===== config.mk =====
export PLATFORM = sky130hd
export DESIGN_NAME = memory_access_flat
export DESIGN_NICKNAME = d
export VERILOG_FILES = /design/src/rtl/memory_access_pkg.sv /design/src/rtl/memory_access_if.sv /design/src/rtl/memory_access_load_align.sv /design/src/rtl/memory_access.sv /design/src/flat_wrapper.sv
export SDC_FILE = /design/constraint.sdc
export NUM_CORES = 1
export LEC_CHECK = 0
export BUFFER_PORTS_ARGS = -buffer_cell sky130_fd_sc_hd__buf_2
export CAP_MARGIN = 20
export CELL_PAD_IN_SITES_DETAIL_PLACEMENT = 1
export CELL_PAD_IN_SITES_GLOBAL_PLACEMENT = 2
export CORE_UTILIZATION = 27
export DETAILED_ROUTE_END_ITERATION = 10
export MAX_ROUTING_LAYER = met4
export PLACE_DENSITY_LB_ADDON = 0.15
export SYNTH_ARGS = -nofsm -noshare
export SYNTH_HDL_FRONTEND = slang
export SYNTH_SLANG_ARGS = --single-unit

===== constraint.sdc =====
create_clock -name clk -period 2.3 [get_ports clk]
set_clock_uncertainty 0.15 [all_clocks]
set_input_delay 0.23 -clock clk [delete_from_list [all_inputs] [get_ports clk]]
set_output_delay 0.23 -clock clk [all_outputs]
set_load 0.01 [all_outputs]

===== src/rtl/memory_access_pkg.sv =====
// RV32I types shared by the MEM stage: opcodes, funct3 encodings, control word.
package memory_access_pkg;

  typedef logic [31:0] rv32i_word;

  typedef enum logic [6:0] {
    op_lui   = 7'b0110111,
    op_auipc = 7'b0010111,
    op_jal   = 7'b1101111,
    op_jalr  = 7'b1100111,
    op_br    = 7'b1100011,
    op_load  = 7'b0000011,
    op_store = 7'b0100011,
    op_imm   = 7'b0010011,
    op_reg   = 7'b0110011,
    op_csr   = 7'b1110011
  } rv32i_opcode;

  typedef enum logic [2:0] {
    lb  = 3'b000,
    lh  = 3'b001,
    lw  = 3'b010,
    lbu = 3'b100,
    lhu = 3'b101
  } load_funct3_t;

  typedef enum logic [2:0] {
    sb = 3'b000,
    sh = 3'b001,
    sw = 3'b010
  } store_funct3_t;

  typedef enum logic [2:0] {
    slt  = 3'b010,
    sltu = 3'b011
  } arith_funct3_t;

  typedef struct packed {
    rv32i_opcode opcode;
    logic        load_regfile;
    logic [4:0]  rd;
  } rv32i_control_word;

  function automatic logic is_memop(rv32i_opcode op);
    return (op == op_load) || (op == op_store);
  endfunction

endpackage


===== src/rtl/memory_access_if.sv =====
// Data-cache request/response bus between the MEM stage (master) and the cache (slave).
interface memory_access_if;
  import memory_access_pkg::*;

  logic       dmem_read;
  logic       dmem_write;
  rv32i_word  dmem_address;
  rv32i_word  dmem_wdata;
  logic [3:0] dmem_byte_enable;
  rv32i_word  dmem_rdata;
  logic       dmem_resp;

  modport master (
    output dmem_read, dmem_write, dmem_address, dmem_wdata, dmem_byte_enable,
    input  dmem_rdata, dmem_resp
  );

  modport slave (
    input  dmem_read, dmem_write, dmem_address, dmem_wdata, dmem_byte_enable,
    output dmem_rdata, dmem_resp
  );
endinterface


===== src/rtl/memory_access_load_align.sv =====
// Load lane select and sign/zero extension.
// Latency: combinational. Backpressure: none.
// Misaligned halfword/word offsets are not trapped; the shifted lane is used as-is.
module memory_access_load_align
  import memory_access_pkg::*;
(
  input  rv32i_word  rdata,
  input  logic [1:0] offset,
  input  logic [2:0] funct3,
  output rv32i_word  data
);
  rv32i_word lane;

  always_comb begin
    lane = rdata >> {offset, 3'b000};
    case (load_funct3_t'(funct3))
      lb:      data = {{24{lane[7]}}, lane[7:0]};
      lh:      data = {{16{lane[15]}}, lane[15:0]};
      lbu:     data = {24'b0, lane[7:0]};
      lhu:     data = {16'b0, lane[15:0]};
      default: data = lane;
    endcase
  end
endmodule


===== src/rtl/memory_access.sv =====
// MEM stage: issues data-cache accesses, aligns loads, owns the MEM/WB register.
// Latency: non-memops 1 cycle; a memop answered N cycles after request stalls N+1 cycles.
// Backpressure: MA_stall holds upstream from the memop's first cycle until its response.
module memory_access
  import memory_access_pkg::*;
#(
  parameter int PERF_W = 32
) (
  input  logic                clk,
  input  logic                rst,
  input  rv32i_control_word   ctrl_word_in,
  input  rv32i_word           instruction_in,
  input  rv32i_word           PC_in,
  input  rv32i_word           alu_in,
  input  rv32i_word           rs2_in,
  input  logic                br_en_in,
  input  logic [3:0]          mem_byte_enable_in,
  input  logic [1:0]          addr_offset_in,
  memory_access_if.master     dmem,
  output logic                MA_stall,
  output rv32i_control_word   mem_wb,
  output rv32i_word           mem_wb_data,
  output rv32i_word           instruction_out,
  output rv32i_word           PC_out,
  output logic [PERF_W-1:0]   load_cnt,
  output logic [PERF_W-1:0]   store_cnt,
  output logic [PERF_W-1:0]   stall_cnt
);
  typedef enum logic {IDLE, BUSY} mem_state_t;

  localparam logic [PERF_W-1:0] CNT_ONE = PERF_W'(1);

  mem_state_t  state;
  logic        read_q, write_q, is_load;
  logic [29:0] addr_q;
  logic [1:0]  off_q;
  logic [2:0]  funct3_q;
  logic [3:0]  be_q;
  rv32i_word   wdata_q, load_data, wb_data_next;
  logic        memop, busy, resp_hit;
  logic [2:0]  funct3;

  assign funct3   = instruction_in[14:12];
  assign memop    = is_memop(ctrl_word_in.opcode);
  assign busy     = (state == BUSY);
  assign resp_hit = busy && dmem.dmem_resp;
  assign MA_stall = busy ? !dmem.dmem_resp : memop;

  // Request is dropped in the response cycle itself, not one cycle later.
  assign dmem.dmem_read        = read_q && !dmem.dmem_resp;
  assign dmem.dmem_write       = write_q && !dmem.dmem_resp;
  assign dmem.dmem_address     = {addr_q, 2'b00};
  assign dmem.dmem_wdata       = wdata_q;
  assign dmem.dmem_byte_enable = be_q;

  memory_access_load_align u_load_align (
    .rdata  (dmem.dmem_rdata),
    .offset (off_q),
    .funct3 (funct3_q),
    .data   (load_data)
  );

  always_comb begin
    wb_data_next = alu_in;
    case (ctrl_word_in.opcode)
      op_load:         wb_data_next = load_data;
      op_jal, op_jalr: wb_data_next = PC_in + 32'd4;
      op_reg, op_imm:
        if (funct3 == slt || funct3 == sltu) wb_data_next = {31'b0, br_en_in};
      default:         wb_data_next = alu_in;
    endcase
  end

  always_ff @(posedge clk or negedge rst) begin
    if (!rst) begin
      state    <= IDLE;
      read_q   <= 1'b0;
      write_q  <= 1'b0;
      is_load  <= 1'b0;
      addr_q   <= '0;
      off_q    <= '0;
      funct3_q <= '0;
      be_q     <= '0;
      wdata_q  <= '0;
    end else begin
      unique case (state)
        IDLE: if (memop) begin
          state    <= BUSY;
          is_load  <= (ctrl_word_in.opcode == op_load);
          read_q   <= (ctrl_word_in.opcode == op_load);
          write_q  <= (ctrl_word_in.opcode == op_store);
          addr_q   <= alu_in[31:2];
          off_q    <= addr_offset_in;
          funct3_q <= funct3;
          wdata_q  <= rs2_in << {addr_offset_in, 3'b000};
          be_q     <= (ctrl_word_in.opcode == op_store) ? mem_byte_enable_in : 4'b0000;
        end
        BUSY: if (dmem.dmem_resp) begin
          state   <= IDLE;
          read_q  <= 1'b0;
          write_q <= 1'b0;
        end
      endcase
    end
  end

  // MEM/WB holds through a stall so a stalled instruction is written back only once.
  always_ff @(posedge clk or negedge rst) begin
    if (!rst) begin
      mem_wb          <= '0;
      mem_wb_data     <= '0;
      instruction_out <= '0;
      PC_out          <= '0;
    end else if (!MA_stall) begin
      mem_wb          <= ctrl_word_in;
      mem_wb_data     <= wb_data_next;
      instruction_out <= instruction_in;
      PC_out          <= PC_in;
    end
  end

  always_ff @(posedge clk or negedge rst) begin
    if (!rst) begin
      load_cnt  <= '0;
      store_cnt <= '0;
      stall_cnt <= '0;
    end else begin
      if (resp_hit && is_load && load_cnt != '1)   load_cnt  <= load_cnt + CNT_ONE;
      if (resp_hit && !is_load && store_cnt != '1) store_cnt <= store_cnt + CNT_ONE;
      if (MA_stall && stall_cnt != '1)             stall_cnt <= stall_cnt + CNT_ONE;
    end
  end
endmodule


===== src/flat_wrapper.sv =====
// flat-port wrapper written by rule: the top's interface ports become plain ports
module memory_access_flat import memory_access_pkg::*;
#(
  parameter int PERF_W = 32
)
  (clk, rst, ctrl_word_in, instruction_in, PC_in, alu_in, rs2_in, br_en_in, mem_byte_enable_in, addr_offset_in, MA_stall, mem_wb, mem_wb_data, instruction_out, PC_out, load_cnt, store_cnt, stall_cnt, dmem_dmem_read, dmem_dmem_write, dmem_dmem_address, dmem_dmem_wdata, dmem_dmem_byte_enable, dmem_dmem_rdata, dmem_dmem_resp);
  memory_access_if dmem_i ();
  input  logic clk;
  input  logic rst;
  input  rv32i_control_word ctrl_word_in;
  input  rv32i_word instruction_in;
  input  rv32i_word PC_in;
  input  rv32i_word alu_in;
  input  rv32i_word rs2_in;
  input  logic br_en_in;
  input  logic [3:0] mem_byte_enable_in;
  input  logic [1:0] addr_offset_in;
  output logic MA_stall;
  output rv32i_control_word mem_wb;
  output rv32i_word mem_wb_data;
  output rv32i_word instruction_out;
  output rv32i_word PC_out;
  output logic [PERF_W-1:0] load_cnt;
  output logic [PERF_W-1:0] store_cnt;
  output logic [PERF_W-1:0] stall_cnt;
  output wire logic [$bits(dmem_i.dmem_read)-1:0] dmem_dmem_read;
  output wire logic [$bits(dmem_i.dmem_write)-1:0] dmem_dmem_write;
  output wire logic [$bits(dmem_i.dmem_address)-1:0] dmem_dmem_address;
  output wire logic [$bits(dmem_i.dmem_wdata)-1:0] dmem_dmem_wdata;
  output wire logic [$bits(dmem_i.dmem_byte_enable)-1:0] dmem_dmem_byte_enable;
  input wire logic [$bits(dmem_i.dmem_rdata)-1:0] dmem_dmem_rdata;
  input wire logic [$bits(dmem_i.dmem_resp)-1:0] dmem_dmem_resp;
  assign dmem_dmem_read = dmem_i.dmem_read;
  assign dmem_dmem_write = dmem_i.dmem_write;
  assign dmem_dmem_address = dmem_i.dmem_address;
  assign dmem_dmem_wdata = dmem_i.dmem_wdata;
  assign dmem_dmem_byte_enable = dmem_i.dmem_byte_enable;
  assign dmem_i.dmem_rdata = dmem_dmem_rdata;
  assign dmem_i.dmem_resp = dmem_dmem_resp;
  memory_access #(.PERF_W(PERF_W)) u_core (.clk(clk), .rst(rst), .ctrl_word_in(ctrl_word_in), .instruction_in(instruction_in), .PC_in(PC_in), .alu_in(alu_in), .rs2_in(rs2_in), .br_en_in(br_en_in), .mem_byte_enable_in(mem_byte_enable_in), .addr_offset_in(addr_offset_in), .dmem(dmem_i), .MA_stall(MA_stall), .mem_wb(mem_wb), .mem_wb_data(mem_wb_data), .instruction_out(instruction_out), .PC_out(PC_out), .load_cnt(load_cnt), .store_cnt(store_cnt), .stall_cnt(stall_cnt));
endmodule

### Yosys cells after proc, flatten, opt, wreduce, memory -nomap -nowiden

Cells that the tools add are included.

| word-level totals | value |
|---|---|
| register bits after elaboration | 280 |
| bits in latches | 0 |
| RAM bits | 0 |
| bits in read-only memories | 0 |
| logic and storage cells | 71 |
| memories | 0 |

| cells by class | value |
|---|---|
| add/sub/neg operators | 4 |
| multipliers | 0 |
| divide/modulo/power cells | 0 |
| $lt $le $gt $ge | 0 |
| equal/unequal tests | 16 |
| shifts and indexed selects | 2 |
| multiplexer cells | 13 |
| bitwise operators | 1 |
| reductions and logical operators | 17 |

Operators with widths:

| cell | number |
|---|---|
| case mux 32 bit (4 select lines) | 1 |
| adder 32 x 1 -> 32 bit (second input constant) | 3 |
| inequality test 32 bit (second input constant) | 3 |
| case mux 32 bit (3 select lines) | 1 |
| adder 32 x 3 -> 32 bit (second input constant) | 1 |
| two-way mux 32 bit | 1 |
| << shifter 32 x 5 -> 32 bit | 1 |
| right shift 32 x 5 -> 32 bit | 1 |
| == test 7 x 6 -> 1 bit (second input constant) | 2 |
| == test 7 bit (second input constant) | 2 |
| logical AND 1 bit | 8 |
| == test 7 x 2 -> 1 bit (second input constant) | 1 |
| == test 7 x 5 -> 1 bit (second input constant) | 1 |
| == test 3 x 2 -> 1 bit (second input constant) | 2 |
| == test 3 bit (second input constant) | 2 |
| two-way mux 1 bit | 6 |
| case mux 1 bit (2 select lines) | 3 |
| two-way mux 4 bit | 1 |
| AND reduction 2 bit | 2 |
| OR reduction 2 bit | 2 |
| == test 3 x 1 -> 1 bit (second input constant) | 1 |
| zero test 3 bit | 1 |
| zero test 1 bit | 2 |
| logical OR 1 bit | 2 |
| 3 further kinds | 3 |

### Depth between registers and ports, before layout

| logic depth | value |
|---|---|
| depth after elaboration | 4 |
| mapped depth | 9 |

### Modules after synthesis

A second synthesis with hierarchy kept.

| second synthesis, totals | value |
|---|---|
| cells, all modules | 1487 |
| area, all modules | 13731.9 um2 |

By module, submodules not included:

| module | instances | cells an instance | area an instance (um2) | sequential area each (um2) |
|---|---|---|---|---|
| memory_access | 1 | 1380 | 13037.5 | 7006.7 |
| memory_access_load_align | 1 | 107 | 694.4 | 0.0 |

### Least setup slack after synthesis

OpenSTA, ideal clock, no wires.

| timing | value |
|---|---|
| path kind | reg-to-reg |
| from | register u_core.stall_cnt[0] |
| to | register u_core.stall_cnt[26] |
| data arrival time | 1.935 ns |
| path slack | 0.089 ns |
| cell stages (with the launch flop) | 7 |
| path buffers | 0 |
| path through | dfrtp_1 -> ha_1 -> nand2_1 -> nor4_2 -> nor4b_2 -> nand3_1 -> xnor2_1 |

| on the way | value |
|---|---|
| word-level cells in the longest chain between the ends | 2 |

Ends and longest elaborated chain:

| item | line | RTL |
|---|---|---|
| start: declaration | memory_access.sv:27 | `output logic [PERF_W-1:0] stall_cnt` |
| start signal: assignment | memory_access.sv:130 | `if (MA_stall && stall_cnt != '1) stall_cnt <= stall_cnt + CNT_ONE;` |
| branches (longest 2 deep; another with adder 32 x 1 -> 32 bit) | - |  |

Parallel ways; which one is timed is not known.
A chain may end at the register's enable or synchronous reset.

### Worst setup path in the final report

| timing | value |
|---|---|
| from | register u_core.off_q[0] |
| to | register u_core.mem_wb_data[14] |

| on the way | value |
|---|---|
| word-level cells in the longest chain between the ends | 3 |

Ends and longest elaborated chain:

| item | line | RTL |
|---|---|---|
| start: declaration | memory_access.sv:36 | `logic [1:0] off_q;` |
| start signal: assignment | memory_access.sv:93 | `off_q <= addr_offset_in;` |
| right shift 32 x 5 -> 32 bit | memory_access_load_align.sv:15 | `lane = rdata >> {offset, 3'b000};` |
| case mux 32 bit (4 select lines) | memory_access_load_align.sv:16 | `case (load_funct3_t'(funct3))` |
| case mux 32 bit (3 select lines) | memory_access.sv:65 | `case (ctrl_word_in.opcode)` |
| end signal: assignment | memory_access.sv:116 | `mem_wb_data <= wb_data_next;` |
| end: declaration | memory_access.sv:22 | `output rv32i_word mem_wb_data,` |

No other way between the ends.

==> impl_metrics.py <==
metrics = {
    "cells_and_area": {
        "fin_util": 0.405,
        "nFillCells": 5984,
        "syn_to_final_growth_pct": 48.3,
        "nets": 2346,
        "final_layout_size_suffix_gt1_frac": 0.306,
        "seq_area_sq_um": 7010,
        "multi_input_area_sq_um": 6320,
    },
    "yosys": {
        "synth_cell_types": 72,
        "synth_area_per_cell_sq_um": 9.16,
        "synth.yosys.seq_area_share": 0.513,
        "async_flop_share": 1.00,
        "ys_warn_count": 0,
        "synth-seq-cells": 280,
        "synth_area_leader_cell": "dfrtp_1",
        "synth_edf_count": 0,
        "netlist_instances": 1492,
        "synth_common_cells": "nand2_1 (443), dfrtp_1 (280), nor2_1 (76), nand3_1 (69), xnor2_1 (69)",
        "synth_top_area_frac": 0.513,
        "syn_area_sq_um": 13700,
        "ys.flop_type": "dfrtp_1",
        "synthTopCellsByArea": "dfrtp_1 (51%), nand2_1 (12%), xnor2_1 (4.4%)",
        "synth.most_common_cell": "nand2_1",
    },
    "drt": {
        "remaining_drc_errors": 0,
        "drt-initial-drc-count": 672,
        "finalWirelength_microns": 58000,
        "antenna_left": 0,
        "first_pass_iters": 5,
        "viasPerCell": 4.77,
        "routedWlPerCell_microns": 20.3,
        "vias": 13700,
    },
    "min_path": {
        "hold_path_end": "u_core.mem_wb[8]",
        "hold_path_class": "in2reg",
        "worstHoldStart": "dmem_dmem_resp",
        "hold_path_depth": 5,
    },
    "timing": {
        "drv_slew": 0,
        "relSlewSlack": 0.670,
        "hold_slack_ns": 0.0370,
        "period_minus_slack_ns": 2.21,
        "fin_crit_sh": 0.962,
        "fmax_mhz": 452,
        "setup_violations": 0,
        "rsz0062_at_grt": "false",
        "hold_violations": 0,
        "layout_setup_ws_ns": 0.0876,
        "worst-slew-pin-transition_ns": 0.491,
    },
    "floorplan": {
        "start_util": 0.273,
        "ioPinCount": 459,
        "die_w_microns": 227,
        "core_area_sq_um": 50100,
        "dieArea_sq_um": 51500,
        "die_y_microns": 227,
        "fp-row-count": 82,
    },
    "clock_tree": {
        "cts-root-buf": "clkbuf_16",
        "clk_latency_ns": 0.55,
        "cts_made_buffers": 37,
        "clkSinkCount": 280,
        "cts_tree": "yes",
        "path_clk_slew_ns": 0.06,
        "ctsLongestPathBuffers": 3,
        "h-tree-depth": 2,
    },
    "global_routing": {
        "gr-total-overflow": 0,
        "grt_pass1_wl_microns": 87900,
        "antenna_found_initial": 7,
        "grt_usage": 0.231,
        "grt_pass1_vias": 14500,
        "grt_max_degree": 56,
    },
    "worst_setup_path": {
        "worst_setup_path_end_kind": "register",
        "critPathKind": "reg2reg",
        "r2r_start": "u_core.off_q[0]",
        "ff2ff_path_depth": 7,
        "arrival_ns": 2.48,
        "r2r_slack_ns": 0.09,
        "cp.required_ns": 2.57,
        "path_max_fanout": 7,
        "r2r_end": "u_core.mem_wb_data[14]",
        "cp-start-kind": "register",
    },
    "power": {
        "total_power_w": 0.0138,
        "powerDensity_nw_per_um2": 683,
        "p_leak_nw": 10.1,
        "ir_drop_v": 0.000415,
    },
    "placement": {
        "hpwl_microns": 44100,
        "dpl_worst_slack_ns": -0.0189,
        "place.gp.congestion": 0.907,
        "port_buffers": 456,
    },
    "run_status": {
        "status": "complete, no violations",
    },
    "flow_run": {
        "maxCapViolations": 0,
    },
}
[worst max path at each step]
stage,startpoint,endpoint,cells past startpoint
finish,u_core.off_q[0],u_core.mem_wb_data[14],7
global route,PC_in[2],u_core.mem_wb_data[18],9
CTS,u_core.off_q[0],u_core.mem_wb_data[30],5
detailed placement,PC_in[2],u_core.mem_wb_data[24],7
global placement,ctrl_word_in[9],u_core.stall_cnt[6],7
floorplan,u_core.stall_cnt[0],u_core.stall_cnt[26],6
[registers in the layout (all words and copies together) (netlist names), 2 cells and up]
register                      cells
u_core.mem_wb_data               32
u_core.off_q                      2
u_core.addr_q                    30
u_core.instruction_out           32
u_core.dmem.dmem_wdata           32
u_core.store_cnt                 32
u_core.load_cnt                  32
u_core.PC_out                    32
u_core.stall_cnt                 32
u_core.funct3_q                   3
u_core.mem_wb                    13
u_core.dmem.dmem_byte_enable      4
[layout by cell type, fill, tap and decap left out, types with 4 or more instances in the layout]
cell type,count
clkbuf_16,39
a222oi_1,5
nand3_1,69
dfrtp_1,279
inv_1,13
o31ai_1,8
mux2i_1,26
nor3_1,25
nor2_2,4
a211oi_1,16
or2_2,4
and3_1,25
clkbuf_8,4
a221oi_1,4
a31oi_1,21
nand2b_1,4
mux2_2,14
o21ai_0,40
a21oi_1,39
a22oi_1,23
buf_2,455
dlygate4sd3_1,145
nor4_1,17
xnor2_1,69
o21a_1,4
ha_1,4
nand2_1,443
clkbuf_1,13
nor2b_1,17
nor2_1,72
and4_1,8
xor2_1,35
or3_1,4
nand4_1,45
buf_12,19
diode_2,6
and2_1,6
buf_4,91
[logic make-up after synthesis]
group,Yosys count,share of synthesized area
mux,43,0.0346
simple gates,773,0.261
compound gates,188,0.0915
buf+inv,99,0.0297
other cells,1,0.000274
flops,280,0.513
fa+ha+maj,4,0.00366
xor+xnor,104,0.0667
[routing by layer]
layer / vias up / part of all wire / GRT usage
met5: - / 0 / -
met4: 0 / 0.027 / 0.0730
met3: 82 / 0.053 / 0.0472
met2: 314 / 0.48 / 0.369
met1: 6784 / 0.44 / 0.293
li1: 6481 / - / -
[worst max-delay path, cell delays in order, from the launching register on]
cell and delay (ns):
dfrtp_2 0.44, buf_4 0.15, mux4_2 0.52, nand3b_1 0.16
o21ai_0 0.14, a221oi_1 0.30, buf_4 0.17, a21oi_1 0.06
[report_power, final]
group	internal (W)	switching, W
combinational	0.00103	0.00136
clock	0.00358	0.00228
sequential	0.00533	0.000270
[what timing repair did]
item | 4_1_cts | 5_1_grt
buffers inserted | 1 | 4
endpoints found under the hold margin | 452 | 0
gates resized for setup | 1 | 9
pin swaps | 1 | 4
setup endpoints to repair | 1 | 27
hold buffers | 145 | 0
[per-stage QoR]
stage                     setup TNS [ns]  cell area, sq um  std cells
after global placement                 0             17500       2643
after detailed placement         -0.0189             17500       2643
after CTS                              0             20200       2854
after global routing                   0             20300       2863
after floorplan                        0             13700       1493
final                                  0             20300       2863
[final cells by class]
type | instances | share of cell area
tap | 672 | 0.0415
timing repair buffer | 711 | 0.237
inverter | 15 | 0.00290
sequential | 280 | 0.346
clock inverter | 9 | 0.00661
antenna | 6 | 0.000741
clock buffer | 56 | 0.0533
multi-input combinational | 1114 | 0.312
Note: power is estimated with default switching activity, not from simulation.
